File: config.mk
export PLATFORM = sky130hd
export DESIGN_NAME = dat_line_xfer_flat
export DESIGN_NICKNAME = d
export VERILOG_FILES = /design/src/rtl/dat_line_xfer_pkg.sv /design/src/rtl/dat_line_xfer_if.sv /design/src/rtl/xfer_skid_fifo.sv /design/src/rtl/dat_line_xfer.sv /design/src/flat_wrapper.sv
export SDC_FILE = /design/constraint.sdc
export NUM_CORES = 1
export LEC_CHECK = 0
export CORE_AREA = 2 2 121 123
export DETAILED_ROUTE_END_ITERATION = 10
export DIE_AREA = 0 0 123 125
export HOLD_SLACK_MARGIN = 0.05
export MAX_ROUTING_LAYER = met4
export PLACE_DENSITY_LB_ADDON = 0.05
export SYNTH_ARGS = -nofsm -noshare
export SYNTH_HDL_FRONTEND = slang
export SYNTH_SLANG_ARGS = --single-unit
File: constraint.sdc
create_clock -name clk -period 2.7 [get_ports clk]
set_input_delay 0.27 -clock clk [delete_from_list [all_inputs] [get_ports clk]]
set_output_delay 0.27 -clock clk [all_outputs]
set_load 0.005 [all_outputs]
File: src/rtl/dat_line_xfer_pkg.sv
// Shared types and sizing for the line-transfer sequencer and the per-way data RAM array.
// Way/beat geometry lives here so the RAM typedefs and the sequencer cannot drift apart.
package dat_line_xfer_pkg;

  localparam int unsigned WAYS_N  = 4;
  localparam int unsigned BEATS_N = 4;
  localparam int unsigned IDX_W   = 6;
  localparam int unsigned DAT_W   = 32;
  localparam int unsigned BEAT_W  = $clog2(BEATS_N);
  // One extra bit so a counter can hold BEATS_N itself.
  localparam int unsigned CNT_W   = BEAT_W + 1;
  localparam int unsigned ADDR_W  = IDX_W + BEAT_W;

  typedef logic [BEAT_W-1:0] beat_t;
  typedef logic [CNT_W-1:0]  beat_cnt_t;
  typedef logic [IDX_W-1:0]  line_idx_t;
  typedef logic [ADDR_W-1:0] cache_line_off_t;
  typedef logic [WAYS_N-1:0] way_sel_t;
  typedef logic [DAT_W-1:0]  ram_word_t;

  typedef enum logic {
    OpFill  = 1'b0,
    OpEvict = 1'b1
  } xfer_op_t;

  typedef enum logic [1:0] {
    StIdle,
    StFill,
    StEvict
  } xfer_state_t;

  function automatic cache_line_off_t line_addr(line_idx_t idx, beat_t beat);
    return {idx, beat};
  endfunction

endpackage

File: src/rtl/dat_line_xfer_if.sv
// Request, refill, write-back and data-RAM command signals of the line-transfer sequencer.
// The slave modport is the sequencer's view; master is the surrounding cache/RAM view.
interface dat_line_xfer_if;
  import dat_line_xfer_pkg::*;

  logic                    req_vld;
  logic                    req_rdy;
  xfer_op_t                req_op;
  way_sel_t                req_way;
  line_idx_t               req_idx;

  logic                    fill_vld;
  ram_word_t               fill_dat;
  logic                    fill_rdy;

  logic                    evict_vld;
  ram_word_t               evict_dat;
  logic                    evict_last;
  logic                    evict_rdy;

  logic                    done;

  way_sel_t                ram_en;
  way_sel_t                ram_wen;
  cache_line_off_t         ram_addr;
  ram_word_t               ram_wdata;
  logic [WAYS_N*DAT_W-1:0] ram_rdata;

  modport slave (
    input  req_vld, req_op, req_way, req_idx,
    input  fill_vld, fill_dat,
    input  evict_rdy,
    input  ram_rdata,
    output req_rdy, fill_rdy,
    output evict_vld, evict_dat, evict_last,
    output done,
    output ram_en, ram_wen, ram_addr, ram_wdata
  );

  modport master (
    output req_vld, req_op, req_way, req_idx,
    output fill_vld, fill_dat,
    output evict_rdy,
    output ram_rdata,
    input  req_rdy, fill_rdy,
    input  evict_vld, evict_dat, evict_last,
    input  done,
    input  ram_en, ram_wen, ram_addr, ram_wdata
  );

endinterface

File: src/rtl/xfer_skid_fifo.sv
// Two-entry synchronous FIFO with simultaneous push/pop; flushed by synchronous reset.
// Shared by the line-transfer sequencer and the write-back path.
module xfer_skid_fifo #(
  parameter int unsigned Width = 32
) (
  input  logic             clk,
  input  logic             rst,
  input  logic             push,
  input  logic [Width-1:0] wdata,
  input  logic             pop,
  output logic [Width-1:0] rdata,
  output logic             full,
  output logic             empty
);

  logic [Width-1:0] mem_q [2];
  logic             wr_ptr_q;
  logic             rd_ptr_q;
  logic [1:0]       cnt_q;
  logic             do_push;
  logic             do_pop;

  always_comb begin
    do_pop  = pop && (cnt_q != 2'd0);
    // A full FIFO can still take a push when the head leaves in the same cycle.
    do_push = push && ((cnt_q != 2'd2) || do_pop);
  end

  assign full  = (cnt_q == 2'd2);
  assign empty = (cnt_q == 2'd0);
  assign rdata = mem_q[rd_ptr_q];

  always_ff @(posedge clk) begin
    if (rst) begin
      wr_ptr_q <= 1'b0;
      rd_ptr_q <= 1'b0;
      cnt_q    <= 2'd0;
    end else begin
      if (do_push) begin
        mem_q[wr_ptr_q] <= wdata;
        wr_ptr_q        <= ~wr_ptr_q;
      end
      if (do_pop) begin
        rd_ptr_q <= ~rd_ptr_q;
      end
      cnt_q <= cnt_q + {1'b0, do_push} - {1'b0, do_pop};
    end
  end

  no_overflow_a: assert property (@(posedge clk) disable iff (rst) !(push && full && !pop))
    else $error("xfer_skid_fifo: push into full FIFO");

endmodule

File: src/rtl/dat_line_xfer.sv
// Line-transfer sequencer: fills a way from the refill stream or evicts a way onto the
// write-back stream, one line at a time, as sole master of the per-way data RAM port.
module dat_line_xfer
  import dat_line_xfer_pkg::*;
(
  input  logic                   clk,
  input  logic                   rst,
  dat_line_xfer_if.slave         bus
);

  xfer_state_t state_q, state_d;
  way_sel_t    way_q, way_d;
  line_idx_t   idx_q, idx_d;
  beat_cnt_t   wr_beat_q, wr_beat_d;
  beat_cnt_t   rd_beat_q, rd_beat_d;
  beat_cnt_t   out_beat_q, out_beat_d;
  logic        rd_pend_q, rd_pend_d;
  logic        done_q, done_d;

  ram_word_t   rd_word;
  ram_word_t   fifo_head;
  logic        fifo_push;
  logic        fifo_pop;
  logic        fifo_full;
  logic        fifo_empty;
  logic [1:0]  occupancy;

  // AND-OR select keeps a zero way mask returning zero data.
  always_comb begin
    rd_word = '0;
    for (int unsigned w = 0; w < WAYS_N; w++) begin
      rd_word |= bus.ram_rdata[w*DAT_W +: DAT_W] & {DAT_W{way_q[w]}};
    end
  end

  always_comb begin
    state_d        = state_q;
    way_d          = way_q;
    idx_d          = idx_q;
    wr_beat_d      = wr_beat_q;
    rd_beat_d      = rd_beat_q;
    out_beat_d     = out_beat_q;
    rd_pend_d      = 1'b0;
    done_d         = 1'b0;
    fifo_push      = 1'b0;
    fifo_pop       = 1'b0;
    occupancy      = fifo_full ? 2'd2 : (fifo_empty ? 2'd0 : 2'd1);
    bus.req_rdy    = 1'b0;
    bus.fill_rdy   = 1'b0;
    bus.evict_vld  = 1'b0;
    bus.evict_dat  = '0;
    bus.evict_last = 1'b0;
    bus.ram_en     = '0;
    bus.ram_wen    = '0;
    bus.ram_addr   = '0;
    bus.ram_wdata  = '0;

    if (!rst) begin
      unique case (state_q)
        StIdle: begin
          bus.req_rdy = 1'b1;
          if (bus.req_vld) begin
            way_d      = bus.req_way;
            idx_d      = bus.req_idx;
            wr_beat_d  = '0;
            rd_beat_d  = '0;
            out_beat_d = '0;
            state_d    = (bus.req_op == OpEvict) ? StEvict : StFill;
          end
        end

        StFill: begin
          bus.fill_rdy = 1'b1;
          if (bus.fill_vld) begin
            bus.ram_en    = way_q;
            bus.ram_wen   = way_q;
            bus.ram_addr  = line_addr(idx_q, beat_t'(wr_beat_q));
            bus.ram_wdata = bus.fill_dat;
            wr_beat_d     = wr_beat_q + beat_cnt_t'(1);
            if (wr_beat_q == beat_cnt_t'(BEATS_N - 1)) begin
              state_d = StIdle;
              done_d  = 1'b1;
            end
          end
        end

        StEvict: begin
          // Credit of two: buffered beats plus the read in flight must leave room.
          if ((rd_beat_q < beat_cnt_t'(BEATS_N)) && ((occupancy + {1'b0, rd_pend_q}) < 2'd2)) begin
            bus.ram_en   = way_q;
            bus.ram_addr = line_addr(idx_q, beat_t'(rd_beat_q));
            rd_beat_d    = rd_beat_q + beat_cnt_t'(1);
            rd_pend_d    = 1'b1;
          end

          // Returning read data bypasses an empty FIFO so a line streams at one beat per cycle.
          bus.evict_vld  = !fifo_empty || rd_pend_q;
          bus.evict_dat  = fifo_empty ? rd_word : fifo_head;
          bus.evict_last = bus.evict_vld && (out_beat_q == beat_cnt_t'(BEATS_N - 1));
          fifo_push      = rd_pend_q && !(fifo_empty && bus.evict_rdy);

          if (bus.evict_vld && bus.evict_rdy) begin
            fifo_pop   = !fifo_empty;
            out_beat_d = out_beat_q + beat_cnt_t'(1);
            if (bus.evict_last) begin
              state_d = StIdle;
              done_d  = 1'b1;
            end
          end
        end

        default: state_d = StIdle;
      endcase
    end
  end

  assign bus.done = done_q && !rst;

  always_ff @(posedge clk) begin
    if (rst) begin
      state_q    <= StIdle;
      way_q      <= '0;
      idx_q      <= '0;
      wr_beat_q  <= '0;
      rd_beat_q  <= '0;
      out_beat_q <= '0;
      rd_pend_q  <= 1'b0;
      done_q     <= 1'b0;
    end else begin
      state_q    <= state_d;
      way_q      <= way_d;
      idx_q      <= idx_d;
      wr_beat_q  <= wr_beat_d;
      rd_beat_q  <= rd_beat_d;
      out_beat_q <= out_beat_d;
      rd_pend_q  <= rd_pend_d;
      done_q     <= done_d;
    end
  end

  xfer_skid_fifo #(
    .Width (DAT_W)
  ) u_out_fifo (
    .clk   (clk),
    .rst   (rst),
    .push  (fifo_push),
    .wdata (rd_word),
    .pop   (fifo_pop),
    .rdata (fifo_head),
    .full  (fifo_full),
    .empty (fifo_empty)
  );

  req_way_onehot0_a: assert property (@(posedge clk) disable iff (rst)
      (bus.req_vld && bus.req_rdy) |-> $onehot0(bus.req_way))
    else $error("dat_line_xfer: multi-hot req_way");

endmodule

File: src/flat_wrapper.sv
// flat-port wrapper written by rule: the top's interface ports become plain ports
module dat_line_xfer_flat import dat_line_xfer_pkg::*;
  (clk, rst, bus_req_vld, bus_req_op, bus_req_way, bus_req_idx, bus_fill_vld, bus_fill_dat, bus_evict_rdy, bus_ram_rdata, bus_req_rdy, bus_fill_rdy, bus_evict_vld, bus_evict_dat, bus_evict_last, bus_done, bus_ram_en, bus_ram_wen, bus_ram_addr, bus_ram_wdata);
  dat_line_xfer_if bus_i ();
  input  logic clk;
  input  logic rst;
  input wire logic [$bits(bus_i.req_vld)-1:0] bus_req_vld;
  input wire logic [$bits(bus_i.req_op)-1:0] bus_req_op;
  input wire logic [$bits(bus_i.req_way)-1:0] bus_req_way;
  input wire logic [$bits(bus_i.req_idx)-1:0] bus_req_idx;
  input wire logic [$bits(bus_i.fill_vld)-1:0] bus_fill_vld;
  input wire logic [$bits(bus_i.fill_dat)-1:0] bus_fill_dat;
  input wire logic [$bits(bus_i.evict_rdy)-1:0] bus_evict_rdy;
  input wire logic [$bits(bus_i.ram_rdata)-1:0] bus_ram_rdata;
  output wire logic [$bits(bus_i.req_rdy)-1:0] bus_req_rdy;
  output wire logic [$bits(bus_i.fill_rdy)-1:0] bus_fill_rdy;
  output wire logic [$bits(bus_i.evict_vld)-1:0] bus_evict_vld;
  output wire logic [$bits(bus_i.evict_dat)-1:0] bus_evict_dat;
  output wire logic [$bits(bus_i.evict_last)-1:0] bus_evict_last;
  output wire logic [$bits(bus_i.done)-1:0] bus_done;
  output wire logic [$bits(bus_i.ram_en)-1:0] bus_ram_en;
  output wire logic [$bits(bus_i.ram_wen)-1:0] bus_ram_wen;
  output wire logic [$bits(bus_i.ram_addr)-1:0] bus_ram_addr;
  output wire logic [$bits(bus_i.ram_wdata)-1:0] bus_ram_wdata;
  assign bus_i.req_vld = bus_req_vld;
  assign bus_i.req_op = bus_req_op;
  assign bus_i.req_way = bus_req_way;
  assign bus_i.req_idx = bus_req_idx;
  assign bus_i.fill_vld = bus_fill_vld;
  assign bus_i.fill_dat = bus_fill_dat;
  assign bus_i.evict_rdy = bus_evict_rdy;
  assign bus_i.ram_rdata = bus_ram_rdata;
  assign bus_req_rdy = bus_i.req_rdy;
  assign bus_fill_rdy = bus_i.fill_rdy;
  assign bus_evict_vld = bus_i.evict_vld;
  assign bus_evict_dat = bus_i.evict_dat;
  assign bus_evict_last = bus_i.evict_last;
  assign bus_done = bus_i.done;
  assign bus_ram_en = bus_i.ram_en;
  assign bus_ram_wen = bus_i.ram_wen;
  assign bus_ram_addr = bus_i.ram_addr;
  assign bus_ram_wdata = bus_i.ram_wdata;
  dat_line_xfer u_core (.clk(clk), .rst(rst), .bus(bus_i));
endmodule
==> impl_metrics.json, run 1 <==
{
  "outcome": "finished clean",
  "antenna_found_initial": 0,
  "fmax_mhz": 395,
  "arrival_ps": 2260,
  "avgSynthCellArea_um2": 10.0,
  "fin_crit_sh_pct": 93.8,
  "ir_drop_mv": 0.301,
  "grt_usage_pct": 21.6,
  "hpwl_um": 12700,
  "start_kind": "flip-flop",
  "tightest_slew_ps": 559,
  "finalSetupViolCount": 0,
  "port_buffers": 260,
  "pin_count": 261,
  "n_antenna_cell": 0,
  "ys_types": 38,
  "cts_tree": "built",
  "final_area_um2": 8210,
  "cts_buffers": 9,
  "rsz0062_at_grt": "false",
  "post_drt_wl_per_cell_um": 17.8,
  "grt_pass1_wl_um": 25200,
  "synthArstFlopShare_pct": 0,
  "p_leak_nw": 2.98,
  "htree_levels": 3,
  "hold_viol": 0,
  "worstHoldPathType": "reg -> reg",
  "critPathMaxFanout": 10,
  "cap_viol_max_count": 0,
  "clock-sinks": 92,
  "drc": 0,
  "utilization_pct": 57.8,
  "routed-via-count": 4998,
  "netlist_instances": 508,
  "ant_nets": 0,
  "place_area_um2": 7940,
  "drt-initial-drc-count": 232,
  "yosys.area.top_type": "edfxtp_1",
  "total_power_w": 0.00431,
  "vias_per_cell": 5.33,
  "powerDensity_nw_per_um2": 525,
  "tns_ps": 0,
  "synth_flop_cell": "edfxtp_1",
  "path_class": "reg -> out",
  "cts.path.max_buffers": 2,
  "die-height_um": 125,
  "multiInputGateArea_um2": 2400,
  "skew_ps": 9.27,
  "layout_min_cycle_time_ps": 2530,
  "synth_edf_count": 64,
  "synth_top_area_share_pct": 37.7,
  "final_common_cell": "clkdlybuf4s50_1",
  "seq_area_um2": 2480,
  "drt_pass1_iterations": 4,
  "layout_common_cells": "260 x clkdlybuf4s50_1, 64 x a22oi_1, 64 x edfxtp_1, 62 x nand2_1, 37 x nor2b_1",
  "grt_pass1_vias": 5012,
  "drive_above_1_share_pct": 5.70,
  "start_util_pct": 35.9,
  "grt_max_degree": 42,
  "synthesis.area_um2": 5100,
  "rows": 44,
  "holdWs_ps": 456,
  "reg2reg_depth": 9,
  "synth_warnings": 0,
  "maxSlewHeadroom_pct": 62.4,
  "overflow": 0,
  "nNetsFinal": 935,
  "synthTopCellsByArea": "edfxtp_1 38%, dfxtp_1 11%, a22oi_1 9.4%",
  "die_w_um": 123,
  "place.gp.congestion": 0.878,
  "critPathRequiredTime_ps": 2430,
  "post_cts_buffers": 0,
  "hold_path_depth": 2,
  "maxSlewViolCount": 0,
  "core_um2": 14200,
  "ys_seq_area_share_pct": 48.7,
  "postRouteWirelength_um": 16700,
  "synth_seq_cells": 92,
  "synth_nets": 694,
  "clockRootBuffer": "clkbuf_16",
  "clk_latency_ps": 330,
  "cp-end-kind": "primary output",
  "dieArea_um2": 15400,
  "nFillCells": 1233,
  "clk_pin_slew_worst_paths_ps": 60,
  "syn_to_final_growth_pct": 61.1
}
-- registers in the layout (all words and copies together), names as in the netlist, named ones only --
signal / flops
u_core.state_q: 2
u_core.u_out_fifo.rd_ptr_q: 1
u_core.u_out_fifo.cnt_q: 2
u_core.out_beat_q: 3
u_core.wr_beat_q: 3
u_core.idx_q: 6
u_core.u_out_fifo.wr_ptr_q: 1
u_core.rd_pend_q: 1
u_core.u_out_fifo.mem_q: 64
u_core.done_q: 1
u_core.way_q: 4
u_core.rd_beat_q: 3
-- cell type report --
cell class | count | area share (%)
repair buffers | 279 | 34.0
flip-flops and latches | 92 | 30.3
multi-input cells | 358 | 29.3
clock buffers | 13 | 3.05
well taps | 184 | 2.80
inverters | 9 | 0.411
clock inverters | 3 | 0.168
-- through the flow --
| stage | worst slack (ps) | std cells |
|---|---|---|
| floorplan | 25.5 | 508 |
| global placement | 340 | 922 |
| detailed placement | 328 | 922 |
| CTS | 41.9 | 938 |
| global route | 14.5 | 938 |
| finish | 166 | 938 |
-- worst max-delay path: stages (launching register included) --
cell,delay [ps]
dfxtp_1,330
inv_1,80
ha_2,300
inv_1,150
nor3b_4,290
a32oi_1,100
nor2_1,140
clkdlybuf4s50_1,540
-- where the power goes --
| part | switching [W] | internal [W] |
|---|---|---|
| Combinational | 0.000768 | 0.000703 |
| Clock | 0.000485 | 0.000644 |
| Sequential | 0.0000605 | 0.00165 |
-- layer usage --
layer	GRT usage, %	share of wire, %
met5	-	0
met4	6.82	1.6
met1	24.4	41
met3	3.06	6.4
met2	38.9	51
-- synth_stat cells, types with 14 or more instances --
library cell,n
a211oi_1,34
a21oi_1,16
a22oi_1,64
a311oi_1,32
and3_1,36
buf_2,23
clkbuf_1,25
dfxtp_1,28
edfxtp_1,64
nand2_1,62
nor2_1,14
nor2b_1,37
-- logic make-up (layout without fill, tap and decap cells) --
logic type	Yosys count	count (layout)	synth area share, %
AND/OR/NAND/NOR	176	176	18.1
AO/OA/AOI/OAI	161	161	23.9
flip-flops	92	92	48.7
buffers and inverters	58	304	4.83
adder cells (fa/ha/maj)	10	10	2.45
multiplexers	7	7	1.42
XOR/XNOR	4	4	0.687
-- repair_timing --
action	4_1_cts	5_1_grt
endpoints found under the setup margin	2	41
resized for setup	1	3
hold buffers	0	0
-- worst paths after layout --
kind / start / to / slack [ps]
max: u_core.state_q[0] / bus_ram_addr[1] / 170
min: u_core.idx_q[0] / u_core.idx_q[0] / 460
max reg2reg: u_core.state_q[0] / u_core.u_out_fifo.cnt_q[0] / 700
min reg2reg: u_core.idx_q[0] / u_core.idx_q[0] / 460
Note: power is estimated with default switching activity, not from simulation.
==> run 2: changes to the inputs <==
Settings changed: SLEW_MARGIN from default to 20.
==> results of run 2 <==
Final layout, timing and power as in run 1 (identical DEF).
==> run 3: changes to the inputs <==
Settings changed: CTS_CLUSTER_DIAMETER from default to 30.
==> results of run 3 <==
Final layout, timing and power as in run 1 (identical DEF).
